[src/rtl/tick_pkg.sv]
// Shared speed codes, run-state encoding and reload computation for the tick controller.
package tick_pkg;

    localparam logic [1:0] SPD_FULL    = 2'b00;
    localparam logic [1:0] SPD_1HZ     = 2'b01;
    localparam logic [1:0] SPD_HALF    = 2'b10;
    localparam logic [1:0] SPD_QUARTER = 2'b11;

    typedef enum logic {
        ST_RUN    = 1'b0,
        ST_PAUSED = 1'b1
    } run_state_t;

    // Reload value (period-1) in a wide word; callers narrow it to their countdown width.
    function automatic logic [63:0] period_of(input logic [1:0] code, input logic [63:0] clk_hz);
        logic [63:0] reload;
        case (code)
            SPD_FULL: reload = 64'd0;
            SPD_1HZ:  reload = clk_hz - 64'd1;
            SPD_HALF: reload = (clk_hz << 1) - 64'd1;
            default:  reload = (clk_hz << 2) - 64'd1;
        endcase
        return reload;
    endfunction

endpackage

[src/rtl/tick_controller_key_debouncer.sv]
// Synchronises and debounces the active-low run key; emits a one-cycle pulse per accepted press.
module key_debouncer #(
    parameter int DEBOUNCE_CYCLES = 500000
) (
    input  logic clk,
    input  logic reset_n,
    input  logic key_n,
    output logic press
);

    localparam int DW = (DEBOUNCE_CYCLES > 1) ? $clog2(DEBOUNCE_CYCLES) : 1;
    localparam logic [DW-1:0] LAST = DW'(DEBOUNCE_CYCLES - 1);

    logic          key_p0;
    logic          key_p1;
    logic          level;
    logic [DW-1:0] stable_cnt;

    // sync stage: two flops, released level is 1
    always_ff @(posedge clk or negedge reset_n) begin
        if (!reset_n) begin
            key_p0 <= 1'b1;
            key_p1 <= 1'b1;
        end else begin
            key_p0 <= key_n;
            key_p1 <= key_p0;
        end
    end

    // debounce stage: level flips only after the key disagrees for DEBOUNCE_CYCLES cycles
    always_ff @(posedge clk or negedge reset_n) begin
        if (!reset_n) begin
            level      <= 1'b1;
            stable_cnt <= '0;
            press      <= 1'b0;
        end else begin
            press <= 1'b0;
            if (key_p1 != level) begin
                if (stable_cnt == LAST) begin
                    level      <= key_p1;
                    stable_cnt <= '0;
                    press      <= ~key_p1;
                end else begin
                    stable_cnt <= stable_cnt + DW'(1);
                end
            end else begin
                stable_cnt <= '0;
            end
        end
    end

endmodule

[src/rtl/tick_controller.sv]
// Rate-selectable one-cycle enable pulse generator with a debounced run/pause key.
module tick_controller
    import tick_pkg::*;
#(
    parameter int CLK_HZ          = 50000000,
    parameter int DEBOUNCE_CYCLES = 500000,
    parameter int CNT_W           = 28
) (
    input  logic       clk,
    input  logic       reset_n,
    input  logic [1:0] speed_sel,
    input  logic       run_key_n,
    output logic       tick,
    output logic       running,
    output logic [1:0] cur_speed
);

    localparam logic [CNT_W-1:0] RL_FULL    = CNT_W'(period_of(SPD_FULL,    64'(CLK_HZ)));
    localparam logic [CNT_W-1:0] RL_1HZ     = CNT_W'(period_of(SPD_1HZ,     64'(CLK_HZ)));
    localparam logic [CNT_W-1:0] RL_HALF    = CNT_W'(period_of(SPD_HALF,    64'(CLK_HZ)));
    localparam logic [CNT_W-1:0] RL_QUARTER = CNT_W'(period_of(SPD_QUARTER, 64'(CLK_HZ)));

    logic [1:0]       speed_p0;
    logic [1:0]       speed_p1;
    logic             press;
    run_state_t       state;
    run_state_t       state_next;
    logic [CNT_W-1:0] count;
    logic [CNT_W-1:0] count_next;
    logic [1:0]       speed_next;
    logic [1:0]       code_sel;
    logic [CNT_W-1:0] reload;
    logic             speed_change;
    logic             started;

    // speed sync stage: two flops ahead of the cur_speed register
    always_ff @(posedge clk or negedge reset_n) begin
        if (!reset_n) begin
            speed_p0 <= '0;
            speed_p1 <= '0;
        end else begin
            speed_p0 <= speed_sel;
            speed_p1 <= speed_p0;
        end
    end

    key_debouncer #(
        .DEBOUNCE_CYCLES(DEBOUNCE_CYCLES)
    ) u_key_debouncer (
        .clk    (clk),
        .reset_n(reset_n),
        .key_n  (run_key_n),
        .press  (press)
    );

    // started keeps tick low while reset is held and until the first edge after release
    always_ff @(posedge clk or negedge reset_n) begin
        if (!reset_n) begin
            state     <= ST_RUN;
            count     <= '0;
            cur_speed <= SPD_FULL;
            started   <= 1'b0;
        end else begin
            state     <= state_next;
            count     <= count_next;
            cur_speed <= speed_next;
            started   <= 1'b1;
        end
    end

    always_comb begin
        speed_change = (speed_p1 != cur_speed);
        code_sel     = speed_change ? speed_p1 : cur_speed;
        case (code_sel)
            SPD_FULL: reload = RL_FULL;
            SPD_1HZ:  reload = RL_1HZ;
            SPD_HALF: reload = RL_HALF;
            default:  reload = RL_QUARTER;
        endcase
    end

    always_comb begin
        state_next = state;
        count_next = count;
        speed_next = cur_speed;
        tick       = 1'b0;

        if (press) begin
            state_next = (state == ST_RUN) ? ST_PAUSED : ST_RUN;
        end

        // A speed change wins over counting: reload and suppress the tick even in RUN
        if (speed_change) begin
            speed_next = speed_p1;
            count_next = reload;
        end else if (state == ST_RUN && started) begin
            if (count == '0) begin
                tick       = 1'b1;
                count_next = reload;
            end else begin
                count_next = count - CNT_W'(1);
            end
        end
    end

    assign running = (state == ST_RUN);

endmodule

[config.mk]
export PLATFORM = sky130hd
export DESIGN_NAME = tick_controller
export DESIGN_NICKNAME = d
export VERILOG_FILES = /design/src/rtl/tick_pkg.sv /design/src/rtl/tick_controller_key_debouncer.sv /design/src/rtl/tick_controller.sv
export SDC_FILE = /design/constraint.sdc
export NUM_CORES = 1
export LEC_CHECK = 0
export ABC_AREA = 1
export CORE_MARGIN = 1.5
export CORE_UTILIZATION = 50
export DETAILED_ROUTE_END_ITERATION = 10
export PLACE_DENSITY = 0.7
export SYNTH_ARGS = -nofsm -noshare
export SYNTH_HDL_FRONTEND = slang
export SYNTH_SLANG_ARGS = --single-unit
[constraint.sdc]
create_clock -name clk -period 1.8 [get_ports clk]
set_input_delay 0.54 -clock clk [delete_from_list [all_inputs] [get_ports clk]]
set_output_delay 0.54 -clock clk [all_outputs]
set_load 0.02 [all_outputs]
After elaboration in Yosys (flattened, before gate mapping). Index checks and enable logic that the tools add are counted.

$add $sub $neg: 2. Mux-type cells: 13. Reduce and logical (&&, ||, !) cells: 5. Equality and inequality tests: 5. Bitwise gates (word level): 2.

Operators by type and width (number): 28-bit 2-to-1 mux (3); 28-bit one-hot mux with 3 select lines (1); 19-bit 2-to-1 mux (2); 28-bit zero test (1); 28-bit by 1-bit subtractor with 28-bit output, second input constant (1); 19-bit by 1-bit adder with 19-bit output, second input constant (1); 19-bit == test, second input constant (1); 1-bit 2-to-1 mux (6); 2-bit by 1-bit == test with 1-bit output, second input constant (1); 2-bit == test, second input constant (1); 2-bit zero test (1); 2-bit 2-to-1 mux (1); 2-bit != test (1); 1-bit inverter (2); 2-bit AND reduction (1); 2-bit nonzero test (1); 1-bit logical AND (1); 1-bit != test (1).

Input bits: 5. Output and inout bits: 4. Logic and storage cells: 38. Register bits: 59.

Longest topological paths before layout. Gate-level depths: netlist (run 1).

Word-level depth: 7. Gate-level depth with buffers: 12. Depth with buffers taken out: 12.

Cells and area by module. A second synthesis (run 1) with hierarchy kept.

Cell total of the unflattened synthesis: 482. Area, all modules: 3677.3 um^2.

Modules (own cells, without submodules): tick_controller (times used 1, area each 2456.1 um^2, cells each 332); key_debouncer (times used 1, area each 1221.2 um^2, cells each 150).

Worst setup path before layout (run 1). No wires, ideal clock.

Kind: register to output. Start point: reg count[14]. End point: out tick. Path buffers: 0. Slack: -0.247 ns. Cell stages (with the launch flop): 8. Required time: 1.260 ns. Arrival: 1.507 ns. Cells stage by stage: dfrtp_1 > nor2_2 > nand2_2 > nor2_4 > inv_2 > nor2_2 > nand3_2 > nor3_1.

Longest elaborated chain between the ends: 4.

Ends and longest elaborated chain: from (decl) (line tick_controller.sv:28) `logic [CNT_W-1:0] count;`; from (signal assigned) (line tick_controller.sv:65) `count <= count_next;`; 28-bit zero test (line tick_controller.sv:97) `if (count == '0) begin`; 1-bit 2-to-1 mux (line tick_controller.sv:97); 1-bit 2-to-1 mux (line tick_controller.sv:96) `end else if (state == ST_RUN && started) begin`; 1-bit 2-to-1 mux (line tick_controller.sv:93) `if (speed_change) begin`; to (decl) (line tick_controller.sv:13) `output logic tick,`.

No other way between the ends.

Final worst setup path (run 1).
Start point: reg count[18]. End point: out tick.

Same word-level chain as after synthesis.

==> results of run 1 <==
==> final timing paths <==
kind	start	endpoint	slack, ps	depth (start not counted)
min reg2reg	speed_p0[1]$_DFF_PN0_	speed_p1[1]$_DFF_PN0_	360	0
max reg2reg	count[1]$_DFFE_PN0P_	count[6]$_DFFE_PN0P_	-60	13
max in group asynchronous	reset_n	u_key_debouncer.level$_DFFE_PN1P_	1110	2
min	reset_n	count[20]$_DFFE_PN0P_	150	1
max	count[18]$_DFFE_PN0P_	tick	-390	8
min in group clk	speed_p0[1]$_DFF_PN0_	speed_p1[1]$_DFF_PN0_	360	0
==> report_power, final <==
group	leakage (nW)	total [mW]	internal (mW)	switching, mW
logic	1.63	1.36	0.629	0.731
registers	0.733	1.52	1.44	0.0765
clock network	0.106	1.39	0.788	0.602
==> layout make-up <==
cell class,instances,area share (%)
Tap cell,99,2.347
Clock buffer,9,2.347
Multi-Input combinational cell,355,42.44
Timing Repair Buffer,114,18.37
Inverter,60,4.505
Clock inverter,7,1.920
Sequential cell,59,28.07
==> per-layer routing <==
| metal | GRT usage [%] | part of all wire (%) |
|---|---|---|
| met1 | 32.96 | 42 |
| met2 | 47.45 | 51 |
| met3 | 6.063 | 4.5 |
| met4 | 12.78 | 2.6 |
| met5 | 0 | 0 |
==> stage by stage <==
step | util (%) | cell area, µm² | power (mW) | setup WS, ps | setup TNS [ps]
floorplan | - | 3682 | 2.059 | -24.55 | -24.55
global placement | 63.71 | 4572 | 2.572 | -550.3 | -2125
detailed placement | 63.71 | 4572 | 2.599 | -564.9 | -2763
CTS | 69.78 | 5007 | 4.107 | -409.6 | -848.3
global route | 73.55 | 5278 | 4.459 | -468.9 | -2065
finish | 73.55 | 5278 | 4.269 | -394.2 | -787.3
==> sequential cells by signal, summed over array words and instances (netlist names) <==
signal / count
count: 28
state: 1
u_key_debouncer.press: 1
cur_speed: 2
u_key_debouncer.key_p0: 1
u_key_debouncer.level: 1
speed_p1: 2
u_key_debouncer.stable_cnt: 19
started: 1
speed_p0: 2
u_key_debouncer.key_p1: 1
==> logic make-up after synthesis <==
family	synth area share (%)
xor gates and xnor gates	5.010
and+or+nand+nor	35.07
other	0.1022
AOI/OAI and AO/OA	9.612
DFF	40.32
adders and majority gates	2.386
buffers and inverters	7.498
==> what timing repair did <==
action                     in CTS  in global routing
gates resized for setup        45                 68
setup endpoints to repair      27                 33
pin swaps                      14                 36
buffers inserted               10                 14
==> worst max-delay path, stage by stage, from the launching register on <==
cell     delay [ps]
dfrtp_1         400
nor2_2          160
nand2_2          80
inv_2            60
nand2_2          80
nor2_4          150
nand3_4         100
nor3_4          130
buf_6           140
==> placed cells by master, fill, tap and decap left out, types with 3 or more instances in the layout <==
| cell | count |
|---|---|
| a21oi_1 | 14 |
| clkdlybuf4s50_1 | 3 |
| buf_4 | 91 |
| a21oi_4 | 4 |
| dfrtp_1 | 55 |
| ha_1 | 5 |
| o21ai_0 | 16 |
| nor2_1 | 61 |
| dfstp_2 | 3 |
| nand3_1 | 22 |
| nand4_1 | 10 |
| nand3_2 | 3 |
| nor2_2 | 17 |
| nand3_4 | 5 |
| nor2_4 | 18 |
| clkbuf_8 | 9 |
| nand2_2 | 14 |
| nor3b_1 | 3 |
| buf_12 | 5 |
| xnor2_1 | 6 |
| xor2_1 | 15 |
| o21ai_1 | 5 |
| nand2_1 | 89 |
| nand2_4 | 6 |
| a21oi_2 | 7 |
| inv_1 | 47 |
| nor3_1 | 6 |
| inv_2 | 11 |
| o21ai_2 | 8 |
| buf_6 | 11 |
==> impl_metrics.env, run 1 <==
export IMPL_final_cells=703
export IMPL_endpoint_kind="output pin"
export IMPL_drtAntennaViolNets=0
export IMPL_syn_inst=481
export IMPL_ys_top_cells_by_count="100 x nand2_1, 79 x nor2_1, 56 x dfrtp_1, 52 x inv_1, 24 x nand3_1"
export IMPL_drc=0
export IMPL_cts_tree="built"
export IMPL_grt_pass1_vias=3598
export IMPL_syn_avg_cell_area_um2=7.632
export IMPL_cts_sinks=59
export IMPL_area_growth_pct=43.76
export IMPL_grt_usage_pct=27.63
export IMPL_synth_edf_count=0
export IMPL_synthTopCellsByArea="dfrtp_1 38%, nand2_1 10%, nor2_1 8.1%"
export IMPL_skew_ps=12.67
export IMPL_fin_ws_ps=-394.2
export IMPL_die_h_um=88.69
export IMPL_antennaDiodeCount=0
export IMPL_grt_max_degree=28
export IMPL_timing_final_crit_period_ps=2194
export IMPL_status="finished, violations left"
export IMPL_overflow=0
export IMPL_crit_type="reg2out"
export IMPL_hold_class="in2async"
export IMPL_vias=3614
export IMPL_seqCellArea_um2=1481
export IMPL_async_reset_ff_share_pct=100.0
export IMPL_violations="negative setup slack"
export IMPL_ctsHtreeMaxLevel=3
export IMPL_critPathLaunchType="flop"
export IMPL_yosysSeqAreaShare_pct=40.32
export IMPL_hpwl_um=7343
export IMPL_cts_buffer_depth=2
export IMPL_arrival_ps=1650
export IMPL_clock_latency_ps=350
export IMPL_multiInputGateArea_um2=2240
export IMPL_grt_pass1_wl_um=16280
export IMPL_synth_largest_area_cell="dfrtp_1"
export IMPL_syn_nets=493
export IMPL_yosysMostFrequentCell="nand2_1"
export IMPL_holdWs_ps=145.8
export IMPL_vdd_drop_max_mv=0.6389
export IMPL_fmaxAchievable_mhz=455.8
export IMPL_firstDrtPassIters=5
export IMPL_setup_viol=11
export IMPL_synth_top_flop_cell="dfrtp_1"
export IMPL_drv_cap=0
export IMPL_cp_max_fo=2
export IMPL_synth_warnings=0
export IMPL_fin_crit_sh_pct=121.9
export IMPL_place_congestion=0.9700
export IMPL_die_x_um=88.69
export IMPL_io_pins=9
export IMPL_cts_root_buffer="clkbuf_8"
export IMPL_crit_required_ps=1260
export IMPL_drt_iter0_drc=225
export IMPL_numCtsBuffers=9
export IMPL_port_buffers=8
export IMPL_synth_cell_types=40
export IMPL_hold_buffers=0
export IMPL_synth_area_um2=3671
export IMPL_drt_wirelength_per_cell_um=14.82
export IMPL_power_density_nw_per_um2=808.9
export IMPL_nFillCells=518
export IMPL_rows=31
export IMPL_wl_um=10420
export IMPL_vias_per_cell=5.141
export IMPL_nets=611
export IMPL_drive_gt1_share_pct=38.91
export IMPL_path_clk_slew_ps=80
export IMPL_synth_top_area_share_pct=38.17
export IMPL_place_inst=674
export IMPL_grt_setup_unrepaired="yes"
export IMPL_dieArea_um2=7865
export IMPL_power_leakage_nw=2.470
export IMPL_drv_slew=0
export IMPL_antenna_found_initial=0
export IMPL_fp_coreArea_um2=7176
export IMPL_finalHoldViolations=0
export IMPL_start_util_pct=51.16
export IMPL_synth_seq_cells=59
Power figures use the tool's default switching activity.
==> run 2, diff against run 1 <==
- CAP_MARGIN: default -> 10
- CTS_CLUSTER_DIAMETER: default -> 50
==> results of run 2 <==
Same layout as run 1: the final DEF is identical, and so are final timing and power.
